==> src/rtl/xadc_drp_scanner.sv <==
`default_nettype none
// ----------------------------------------------------------------------------
// xadc_drp_scanner : reads NUM_CH XADC DRP status registers per end-of-conversion
//                    and publishes per-channel results averaged over 2^AVG_LOG2 scans
// Revision: 1.0
// ----------------------------------------------------------------------------
module xadc_drp_scanner #(
  parameter int                    NUM_CH      = 4,
  parameter logic [7*NUM_CH-1:0]   CH_ADDR     = {7'h06, 7'h02, 7'h01, 7'h00},
  parameter int                    DATA_W      = 12,
  parameter int                    AVG_LOG2    = 2,
  parameter int                    TIMEOUT_CYC = 255
) (
  input  logic                     clk,
  input  logic                     rst_n,
  input  logic                     eoc_out,
  input  logic [15:0]              drp_do,
  input  logic                     drdy,
  output logic [6:0]               daddr,
  output logic                     den,
  output logic                     dwe,
  output logic [15:0]              di,
  output logic [NUM_CH*DATA_W-1:0] ch_data,
  output logic [NUM_CH-1:0]        ch_valid,
  output logic                     timeout_err,
  input  logic                     err_clr
);

  localparam int c_cw = (NUM_CH > 1) ? $clog2(NUM_CH) : 1;
  localparam int c_aw = DATA_W + AVG_LOG2;
  localparam int c_sw = (AVG_LOG2 > 0) ? AVG_LOG2 : 1;
  localparam int c_tw = $clog2(TIMEOUT_CYC + 1);

  localparam logic [c_tw-1:0] c_timer_last = c_tw'(TIMEOUT_CYC - 1);
  localparam logic [c_sw-1:0] c_scan_last  = c_sw'((1 << AVG_LOG2) - 1);
  localparam logic [c_cw-1:0] c_ch_last    = c_cw'(NUM_CH - 1);

  localparam logic [1:0] c_st_idle  = 2'd0;
  localparam logic [1:0] c_st_issue = 2'd1;
  localparam logic [1:0] c_st_wait  = 2'd2;
  localparam logic [1:0] c_st_next  = 2'd3;

  logic [1:0]      r_state;
  logic [c_cw-1:0] r_ch_idx;
  logic [c_tw-1:0] r_timer;
  logic [c_sw-1:0] r_scan_cnt;
  logic [c_aw-1:0] r_acc [NUM_CH];

  logic [DATA_W-1:0]        w_sample;
  logic [c_aw-1:0]          w_acc_sum;
  logic [c_cw-1:0]          w_idx_next;
  logic [6:0]               w_addr_next;
  logic                     w_is_last_ch;
  logic                     w_pub_now;
  logic                     w_timeout;
  logic [c_aw-1:0]          w_pub_full [NUM_CH];
  logic [NUM_CH*DATA_W-1:0] w_pub_data;

  assign w_sample     = drp_do[15 -: DATA_W];
  assign w_acc_sum    = r_acc[r_ch_idx] + c_aw'(w_sample);
  assign w_idx_next   = r_ch_idx + 1'b1;
  assign w_addr_next  = CH_ADDR[7*w_idx_next +: 7];
  assign w_is_last_ch = (r_ch_idx == c_ch_last);
  assign w_pub_now    = (r_state == c_st_wait) && drdy && w_is_last_ch &&
                        (r_scan_cnt == c_scan_last);
  assign w_timeout    = (r_state == c_st_wait) && !drdy && (r_timer == c_timer_last);

  // The last channel's sample is still in flight, so fold it in while publishing.
  generate
    for (genvar i = 0; i < NUM_CH; i++) begin : g_pub
      assign w_pub_full[i] = (i == NUM_CH - 1) ? w_acc_sum : r_acc[i];
      assign w_pub_data[DATA_W*i +: DATA_W] = w_pub_full[i][AVG_LOG2 +: DATA_W];
    end
    if (DATA_W < 16) begin : g_lsb
      logic w_unused_lsb;
      assign w_unused_lsb = ^drp_do[15-DATA_W:0];
    end
  endgenerate

  assign dwe = 1'b0;
  assign di  = 16'h0000;

  always_ff @(posedge clk or negedge rst_n) begin
    if (!rst_n) begin
      r_state     <= c_st_idle;
      r_ch_idx    <= '0;
      r_timer     <= '0;
      r_scan_cnt  <= '0;
      for (int i = 0; i < NUM_CH; i++) r_acc[i] <= '0;
      daddr       <= '0;
      den         <= 1'b0;
      ch_data     <= '0;
      ch_valid    <= '0;
      timeout_err <= 1'b0;
    end else begin
      den         <= 1'b0;
      ch_valid    <= '0;
      timeout_err <= w_timeout | (timeout_err & ~err_clr);
      case (r_state)
        c_st_idle: begin
          if (eoc_out) begin
            r_state  <= c_st_issue;
            r_ch_idx <= '0;
            den      <= 1'b1;
            daddr    <= CH_ADDR[6:0];
          end
        end
        c_st_issue: begin
          r_state <= c_st_wait;
          r_timer <= '0;
        end
        c_st_wait: begin
          if (drdy) begin
            r_acc[r_ch_idx] <= w_acc_sum;
            r_state         <= c_st_next;
            if (w_pub_now) begin
              ch_data  <= w_pub_data;
              ch_valid <= '1;
            end
          end else if (r_timer == c_timer_last) begin
            r_state    <= c_st_idle;
            r_ch_idx   <= '0;
            r_scan_cnt <= '0;
            for (int i = 0; i < NUM_CH; i++) r_acc[i] <= '0;
          end else begin
            r_timer <= r_timer + 1'b1;
          end
        end
        c_st_next: begin
          if (!w_is_last_ch) begin
            r_ch_idx <= w_idx_next;
            r_state  <= c_st_issue;
            den      <= 1'b1;
            daddr    <= w_addr_next;
          end else begin
            r_ch_idx <= '0;
            r_state  <= c_st_idle;
            if (r_scan_cnt == c_scan_last) begin
              r_scan_cnt <= '0;
              for (int i = 0; i < NUM_CH; i++) r_acc[i] <= '0;
            end else begin
              r_scan_cnt <= r_scan_cnt + 1'b1;
            end
          end
        end
        default: r_state <= c_st_idle;
      endcase
    end
  end

endmodule
`default_nettype wire

==> config.mk <==
export PLATFORM = sky130hd
export DESIGN_NAME = xadc_drp_scanner
export DESIGN_NICKNAME = d
export VERILOG_FILES = /design/src/rtl/xadc_drp_scanner.sv
export SDC_FILE = /design/constraint.sdc
export NUM_CORES = 1
export LEC_CHECK = 0
export ABC_AREA = 1
export CORE_ASPECT_RATIO = 0.6
export CORE_MARGIN = 2
export CORE_UTILIZATION = 59
export CTS_CLUSTER_SIZE = 25
export DETAILED_ROUTE_END_ITERATION = 12
export GPL_TIMING_DRIVEN = 0
export PLACE_DENSITY = 0.83
export SETUP_SLACK_MARGIN = 0.02
export SYNTH_ARGS = -nofsm -noshare
export SYNTH_HDL_FRONTEND = slang
export SYNTH_SLANG_ARGS = --single-unit
==> constraint.sdc <==
create_clock -name clk -period 8.5 [get_ports clk]
set_clock_uncertainty 0.2 [all_clocks]
set_input_delay 1.275 -clock clk [delete_from_list [all_inputs] [get_ports clk]]
set_output_delay 1.275 -clock clk [all_outputs]
set_load 0.01 [all_outputs]
Yosys cells after proc, flatten, opt, wreduce, memory -nomap -nowiden
Cells that the tools add are included.
{ "word_totals": {"register_bits": 131, "input_bits": 21, "output_inout_bits": 78, "wordCells": 93} }
{ "op_classes": {"add_sub_neg": 4, "multipliers": 1, "n_lt_le_gt_ge": 2, "eq_ne": 14, "shift": 1, "muxes": 35, "n_bitwise": 4, "n_reduce_logical": 19} }
{ "op_table": {"columns": ["cell", "n"], "rows": [
  ["$mux 56", 4],
  ["$pmux 56 s2", 1],
  ["$bwmux 56", 1],
  ["$mux 14", 3],
  ["$bmux 14 s2", 1],
  ["$demux 14 s2", 1],
  ["$shiftx 28x6->7 const A", 1],
  ["$mux 2", 8],
  ["$mux 8", 2],
  ["$pmux 8 s2", 1],
  ["$add 14x12->14", 1],
  ["$mux 7", 2],
  ["$pmux 7 s2", 1],
  ["$mux 4", 3],
  ["$ne 2x2->1 const B", 6],
  ["$reduce_and 4->1", 3],
  ["$reduce_and 3->1", 3],
  ["$add 8x1->8 const B", 1],
  ["$eq 2x2->1 const B", 4],
  ["$eq 8x8->1 const B", 1],
  ["$pmux 2 s4", 1],
  ["$logic_and 1x1->1", 6],
  ["$pmux 2 s3", 1],
  ["$reduce_bool 2->1", 3],
  ["18 further kinds", 21]
]} }

Logic depth before layout (Yosys ltp)
Gate-level depths: netlist (run 1).
{ "logic_depth": {"depth_word": 8, "depth_mapped": 17, "depth_no_buf": 16} }

Worst setup path before layout (run 1)
Ideal clock, no wire load.
{ "synth_path": {"path_kind": "in2reg", "startpoint": "in drp_do[4]", "endpoint": "reg r_acc[34] (netlist name)", "setup_time_ns": 0.074, "t_arrival_ns": 2.725, "required_time_ns": 8.226, "slack_ns": 5.501, "path_stages": 10, "path_buffers": 0, "cell_sequence": "ha_1 > inv_1 > fa_1 > nand3b_1 > nand2_1 > nand2_1 > nand2_1 > xor2_1 > nand2_1 > o21ai_2"} }
{ "synth_via": {"elab_chain_len": 4} }
{ "synth_lines": {"columns": ["item", "line_no", "source"], "rows": [
  ["start: declaration", "17", "input logic [15:0] drp_do,"],
  ["$add 14x12->14", "60", "assign w_acc_sum = r_acc[r_ch_idx] + c_aw'(w_sample);"],
  ["$bwmux 56", "114", "r_acc[r_ch_idx] <= w_acc_sum;"],
  ["$mux 56", "113", "if (drdy) begin"],
  ["$pmux 56 s2", "99", "case (r_state)"],
  ["end signal: indexed assignment", "114", null],
  ["end: declaration", "47", "logic [c_aw-1:0] r_acc [NUM_CH];"]
]} }
No other way between the ends.
A chain may end at the register's enable or synchronous reset.

Worst setup path after layout (run 1)
{ "layout_path": {"startpoint": "reg r_ch_idx[1]", "endpoint": "reg r_acc[22] (netlist name)"} }
{ "layout_via": {"elab_chain_len": 8, "word_cells_on_any_way": 16, "classes_between": "add/sub: 1; order compare: 2; eq/ne: 2; mux: 8; bitwise: 1; reduce/logical: 2"} }
{ "layout_lines": {"columns": ["item", "line_no", "source"], "rows": [
  ["start: declaration", "44", "logic [c_cw-1:0] r_ch_idx;"],
  ["start signal: assignment", "131", "r_ch_idx <= w_idx_next;"],
  ["$not 2->3 (not written as such)", "60, 114", null],
  ["$bmux 14 s2 (tied with other cells)", "60", null],
  ["$mux 14 (not written as such) or $logic_and 1x1->1 (tied branches)", "60, 114", null],
  ["$mux 14 (on tied branches)", "60, 114", null],
  ["$add 14x12->14 or $demux 14 s2 (tied branches)", "60, 114", null],
  ["$bwmux 56", "114", null],
  ["$mux 56", "113", null],
  ["$pmux 56 s2", "99", null]
]} }
Several ways; a longest one is shown, not always the timed one. The select of a mux whose other input is x is not followed.

==> reports/qor.yml, run 1 <==
layout:
  fillCellCount: 756
  multi_input_area_sq_um: 2910
  seq_area_sq_um: 3100
  antennaDiodeCount: 0
  post-route-cell-area_sq_um: 8190
  fin_nets: 949
  stdcell_count: 1054
  area_growth_pct: 25.1
  drive_above_1_share_pct: 12.6
  utilization_pct: 76.8
critical_path:
  critPathMaxFanout: 12
  end_kind: "flop"
  cpMaxStageDelayCell: "clkbuf_1"
  crit_family: "buffers and inverters"
  crit_path_frequent_cell: "nand2_1"
  worstPathArrival_ps: 4330
  critical_path.max_stage_delay_ps: 630
  critPathLaunchType: "flop"
  critPathBufInv: 3
  cp_data_required_time_ps: 8630
  criticalPathCategory: "flop to flop"
  path_cells: "inv_1 -> clkbuf_1 -> o21ai_0 -> o22ai_1 -> ha_1 -> inv_1 -> fa_1 -> nand3b_1 -> nand2_1 -> nand3_1 -> nand2_1 -> xor2_1 -> nand2_1 -> o21ai_0"
power_and_ir_drop:
  max-vdd-ir-drop_v: 0.000195
  power.density_nw_per_um2: 319
  power_mw: 2.61
  leakagePower_nw: 4.15
grt:
  grt_pass1_vias: 5867
  track_usage_pct: 33.7
  grt_pass1_wl_mm: 30.6
  gr-total-overflow: 0
  antenna_found_initial: 0
  grt_max_degree: 69
logic_synthesis:
  synth.distinct_cells: 45
  yosysTopAreaCellShare_pct: 47.4
  ys.flop_type: "dfrtp_1"
  synth_edf_count: 0
  syn-mean-instance-area_sq_um: 8.29
  ys_seq_area_share_pct: 47.4
  synth_common_cells: "283 x nand2_1, 124 x dfrtp_1, 61 x inv_1"
  synthArstFlopShare_pct: 100
  synth_seq_cells: 124
  synth_most_common_cell: "nand2_1"
  yosysTopAreaCell: "dfrtp_1"
  syn-instance-count: 789
  yosys_warnings: 0
  synthTopCellsByArea: "dfrtp_1 47%, nand2_1 16%, ha_1 4.8%"
  syn_area_sq_um: 6540
route:
  drt-initial-drc-count: 626
  vias_per_cell: 5.63
  dr_total_vias: 5938
  avgRoutedWirePerCell_microns: 18.3
  drcViolationCount: 0
  drt_first_pass_iters: 6
  finalWirelength_mm: 19.3
  ant_nets: 0
sta:
  tightestPinTransition_ps: 962
  finalCriticalPeriod_ps: 4200
  rsz0062_at_grt: "no"
  finalSetupTns_ps: 0
  min_period_over_period_pct: 49.4
  fmaxAchievable_ghz: 0.238
  drv_slew: 0
  hold_viol_final: 0
  slew_headroom_pct: 35.9
  setup_viol: 0
clock_tree:
  root_buffer: "clkbuf_16"
  cts_tree: "done"
  clkTransAtPathRegs_ps: 60
  numCtsBuffers: 17
  ctsHoldBuffers: 0
  h-tree-depth: 4
  cts.sinks: 124
  post_cts_buffers: 0
  cts_max_path_buffers: 2
  post_cts_resize_count: 0
  clk_latency_ps: 420
floorplan:
  die_area_sq_um: 12000
  initial_utilization_pct: 61.3
  core-area_sq_um: 10700
  pin_count: 99
  fp.dieH_microns: 85.6
  die_x_microns: 140
  row_count: 29
placed_design:
  finalWeightedCongestion: 0.946
  dpl.cell_count: 1022
  placed_area_sq_um: 7550
  dp_hpwl_mm: 13.8
  port_buffers: 73
flow_run:
  maxCapViolCount: 0
worst_hold_path:
  hp-class: "flop to flop"
outcome:
  status: "finished, final reports clean"
## final timing paths
kind	startpoint	to	slack (ps)	cells after the start
worst max-delay path	r_ch_idx[1]	r_acc[22]	4300	14
worst max register to register	r_ch_idx[1]	r_acc[22]	4300	14
worst min-delay path	ch_data[28]	ch_data[28]	270	2
worst min register to register	ch_data[28]	ch_data[28]	270	2
max in group asynchronous	rst_n	ch_data[4]	6770	2
min in group asynchronous	rst_n	r_scan_cnt[1]	610	1
## worst reg2reg max path: stages, from the launching register on
cell and delay [ps]:
dfrtp_1 550, inv_1 280, clkbuf_1 630, o21ai_0 250, o22ai_1 180, ha_1 230
inv_1 70, fa_1 470, nand3b_1 200, nand2_1 150, nand3_1 100, nand2_1 120
xor2_1 460, nand2_1 110, o21ai_0 110
## layout by cell type (no fill, tap or decap), drive strengths merged
cell and n:
a21boi 1, a21o 1, a21oi 40, a22oi 1
a32oi 1, buf 42, bufinv 4, clkbuf 26
clkdlybuf4s50 72, clkinv 6, clkinvlp 1, conb 21
dfrtp 124, fa 1, ha 25, inv 73
mux2i 1, nand2 288, nand3 50, nand3b 3
nand4 6, nor2 31, nor3 2, o21a 1
o21ai 75, o21bai 1, o22ai 4, o31ai 2
o32ai 1, or2 1, xnor2 3, xor2 7
## power breakdown
| group | internal (mW) | switching (mW) |
|---|---|---|
| registers | 0.684 | 0.0700 |
| clock network | 0.497 | 0.297 |
| logic | 0.316 | 0.748 |
## sequential cells by signal (all words and copies together) (netlist names)
register,flops
ch_data,48
r_ch_idx,2
r_timer,8
daddr,3
timeout_err,1
r_acc,56
den,1
r_state,2
r_scan_cnt,2
ch_valid,1
## layout make-up
class / instances / area share, %
Buffer: 49 / 4.08
Inverter: 69 / 3.38
Sequential cell: 124 / 37.9
Multi-Input combinational cell: 567 / 35.5
Tap cell: 139 / 2.12
Clock inverter: 15 / 2.57
Clock buffer: 17 / 5.20
Timing Repair Buffer: 74 / 9.28
## metrics by stage
stage	hold WS (ps)	worst slack (ps)
floorplan	242	5500
global placement	253	1400
detailed placement	260	4500
CTS	274	4470
global route	303	4100
finish	272	4300
## layer usage
layer / track usage [%] / wire length [microns] / vias up
li1: - / - / 2711
met1: 49.1 / 8540 / 2803
met2: 48.5 / 8090 / 371
met3: 9.72 / 2270 / 53
met4: 12.0 / 435 / 0
met5: 0 / 0 / -
## cells by family (layout without fill, tap and decap cells)
family / Yosys count / after routing / synth area share [%]
AOI/OAI and AO/OA: 128 / 128 / 11.7
xor gates and xnor gates: 10 / 10 / 1.34
adders and majority gates: 26 / 26 / 5.09
buffers and inverters: 118 / 224 / 9.33
DFF: 124 / 124 / 47.4
muxes: 1 / 1 / 0.153
other: 1 / 21 / 0.0573
and+or+nand+nor: 381 / 381 / 24.9
(Power assumes the default switching activity.)
==> run 2, diff against run 1 <==
--- a/config.mk
+++ b/config.mk
@@ -8,11 +8,11 @@
 export ABC_AREA = 1
 export CORE_ASPECT_RATIO = 0.6
 export CORE_MARGIN = 2
-export CORE_UTILIZATION = 59
+export CORE_UTILIZATION = 55
 export CTS_CLUSTER_SIZE = 25
 export DETAILED_ROUTE_END_ITERATION = 12
 export GPL_TIMING_DRIVEN = 0
-export PLACE_DENSITY = 0.83
+export PLACE_DENSITY = 0.78
 export SETUP_SLACK_MARGIN = 0.02
 export SYNTH_ARGS = -nofsm -noshare
 export SYNTH_HDL_FRONTEND = slang
==> constraint.sdc (replaced) <==
create_clock -name clk -period 4.2 [get_ports clk]
set_clock_uncertainty 0.2 [all_clocks]
set_input_delay 0.63 -clock clk [delete_from_list [all_inputs] [get_ports clk]]
set_output_delay 0.63 -clock clk [all_outputs]
set_load 0.01 [all_outputs]
==> reports/qor.yml, run 2 (synthesis results as in run 1) <==
power_and_ir_drop:
  power.density_nw_per_um2: 637  # was 319 nW/um^2
  max-vdd-ir-drop_v: 0.000369  # was 0.000195 V
  power_mw: 5.23  # was 2.61 mW
  leakagePower_nw: 4.15  # about the same
layout:
  area_growth_pct: 25.7  # was 25.1%
  largest_reg_flops: 56  # unchanged
  fin_nets: 950  # was 949
  utilization_pct: 71.8  # was 76.8%
  layout_common_cells: "283 x nand2_1, 124 x dfrtp_1, 72 x clkdlybuf4s50_1"  # unchanged
  stdcell_count: 1076  # was 1054
  regMostFlops: "r_acc"  # unchanged
  antennaDiodeCount: 0  # unchanged
  drive_above_1_share_pct: 12.7  # was 12.6%
  top_regs: "r_acc x56, ch_data x48, r_timer x8"  # unchanged
  layout_commonest_cell: "nand2_1"  # unchanged
critical_path:
  reg2reg_depth: 15  # was 14
  endpoint: "r_acc[48]"  # was r_acc[22]
  worstPathArrival_ps: 4050  # was 4330 ps
  critPathMaxFanout: 10  # was 12
  r2r-end: "r_acc[48]"  # was r_acc[22]
  crit_path_start: "r_ch_idx[0]"  # was r_ch_idx[1]
  critPathLaunchType: "flop"  # unchanged
  reg2reg_from: "r_ch_idx[0]"  # was r_ch_idx[1]
  rrSetupSlack_ps: 280  # was 4300 ps
  cp_data_required_time_ps: 4340  # was 8630 ps
  end_kind: "flop"  # unchanged
  criticalPathCategory: "flop to flop"  # unchanged
clock_tree:
  post_cts_buffers: 0  # unchanged
  clkTransAtPathRegs_ps: 60  # about the same
  clk_latency_ps: 420  # about the same
  cts_tree: "done"  # unchanged
  numCtsBuffers: 17  # unchanged
  root_buffer: "clkbuf_16"  # unchanged
  cts_max_path_buffers: 2  # unchanged
  h-tree-depth: 4  # unchanged
  cts.sinks: 124  # unchanged
outcome:
  status: "finished, final reports clean"  # unchanged
route:
  drcViolationCount: 0  # unchanged
  finalWirelength_mm: 18.8  # was 19.3 mm
  ant_nets: 0  # unchanged
  drt-initial-drc-count: 518  # was 626
  drt_first_pass_iters: 5  # was 6
  dr_total_vias: 5821  # was 5938
  avgRoutedWirePerCell_microns: 17.5  # was 18.3 microns
  vias_per_cell: 5.41  # was 5.63
sta:
  finalSetupTns_ps: 0  # unchanged
  tightestPinTransition_ps: 797  # was 962 ps
  fmaxAchievable_ghz: 0.255  # was 0.238 GHz
  drv_slew: 0  # unchanged
  finalCriticalPeriod_ps: 3920  # was 4200 ps
  rsz0062_at_grt: "no"  # unchanged
  hold_viol_final: 0  # unchanged
  min_period_over_period_pct: 93.2  # was 49.4%
  finalHoldWorstSlack_ps: 271  # was 272 ps
  setup_viol: 0  # unchanged
  slew_headroom_pct: 46.9  # was 35.9%
floorplan:
  die_x_microns: 145  # was 140 microns
  core-area_sq_um: 11400  # was 10700 sq um
  die_area_sq_um: 12800  # was 12000 sq um
  initial_utilization_pct: 57.2  # was 61.3%
  fp.dieH_microns: 88.5  # was 85.6 microns
  row_count: 30  # was 29
  pin_count: 99  # unchanged
placed_design:
  dp_hpwl_mm: 13.9  # was 13.8 mm
  finalWeightedCongestion: 0.949  # was 0.946
  dpl.cell_count: 1043  # was 1022
  port_buffers: 73  # unchanged
grt:
  grt_pass1_vias: 5512  # was 5867
  gr-total-overflow: 0  # unchanged
  antenna_found_initial: 1  # was 0
  grt_max_degree: 71  # was 69
  track_usage_pct: 31.6  # was 33.7%
  grt_pass1_wl_mm: 29.8  # was 30.6 mm
flow_run:
  maxCapViolCount: 0  # unchanged
worst_hold_path:
  hp-class: "flop to flop"  # unchanged
  hold_start: "ch_data[20]"  # was ch_data[28]
==> run 2: changes by cell type in the layout (fill, tap and decap cells not counted) <==
| cell | before | now |
|---|---|---|
| clkbuf_8 | 0 | 1 |
| clkbuf_1 | 9 | 8 |
| clkbuf_2 | 0 | 2 |
| clkinv_2 | 2 | 1 |
| clkinv_4 | 3 | 2 |
| clkinvlp_4 | 1 | 4 |
| inv_8 | 1 | 0 |
| dlygate4sd3_1 | 0 | 1 |
| inv_6 | 4 | 2 |
==> run 2: metrics by stage <==
stage          setup slack (ps)  instance area, sq um
3_3_place_gp              -2350                  7550
5_1_grt                    56.1                  8220
2_1_floorplan              1290                  6620
4_1_cts                     240                  8220
3_5_place_dp                297                  7580
6_report                    285                  8220
==> run 2: repair_timing <==
action | CTS | global route
endpoints found under the hold margin | 51 | 0
setup endpoints to repair | 0 | 11
resized for setup | 0 | 4
hold buffers | 1 | 0
==> run 2: worst max-delay path: stages, from the launching register on <==
cell and delay (ps):
dfrtp_1 450, inv_1 100, buf_2 230, clkbuf_1 580
o21ai_0 160, o22ai_1 140, ha_1 220, inv_1 70
fa_1 450, nand3b_1 190, nand2_1 150, nand2_1 60
nand2_1 110, xor2_1 480, nand2_1 140, o21ai_2 90
==> run 2: routing by layer <==
metal  wire [microns]  global-route usage, %
met4              189                   7.86
met3             2200                   10.4
met1             8760                   47.3
met5                0                      0
met2             7660                   44.3
==> run 2: cell type report <==
type	count	area [sq um]
Fill cell	875	3220
Sequential cell	124	3100
Multi-Input combinational cell	567	2910
Timing Repair Buffer	75	769
Clock buffer	19	443
Buffer	49	337
Inverter	69	277
Tap cell	160	200
Clock inverter	13	190
==> run 2: how the worst min path moves through the flow <==
stage / depth (start not counted) / endpoint / slack (ps)
6_report: 2 / ch_data[20] / 270
5_1_grt: 2 / ch_data[25] / 290
4_1_cts: 2 / ch_data[29] / 270
3_5_place_dp: 2 / ch_data[29] / 260
3_3_place_gp: 2 / ch_data[24] / 250
2_1_floorplan: 0 / ch_data[0] / 130
==> run 2: report_power, final <==
part	switching (mW)	internal, mW
Clock	0.568	1.01
Sequential	0.143	1.38
Combinational	1.49	0.640
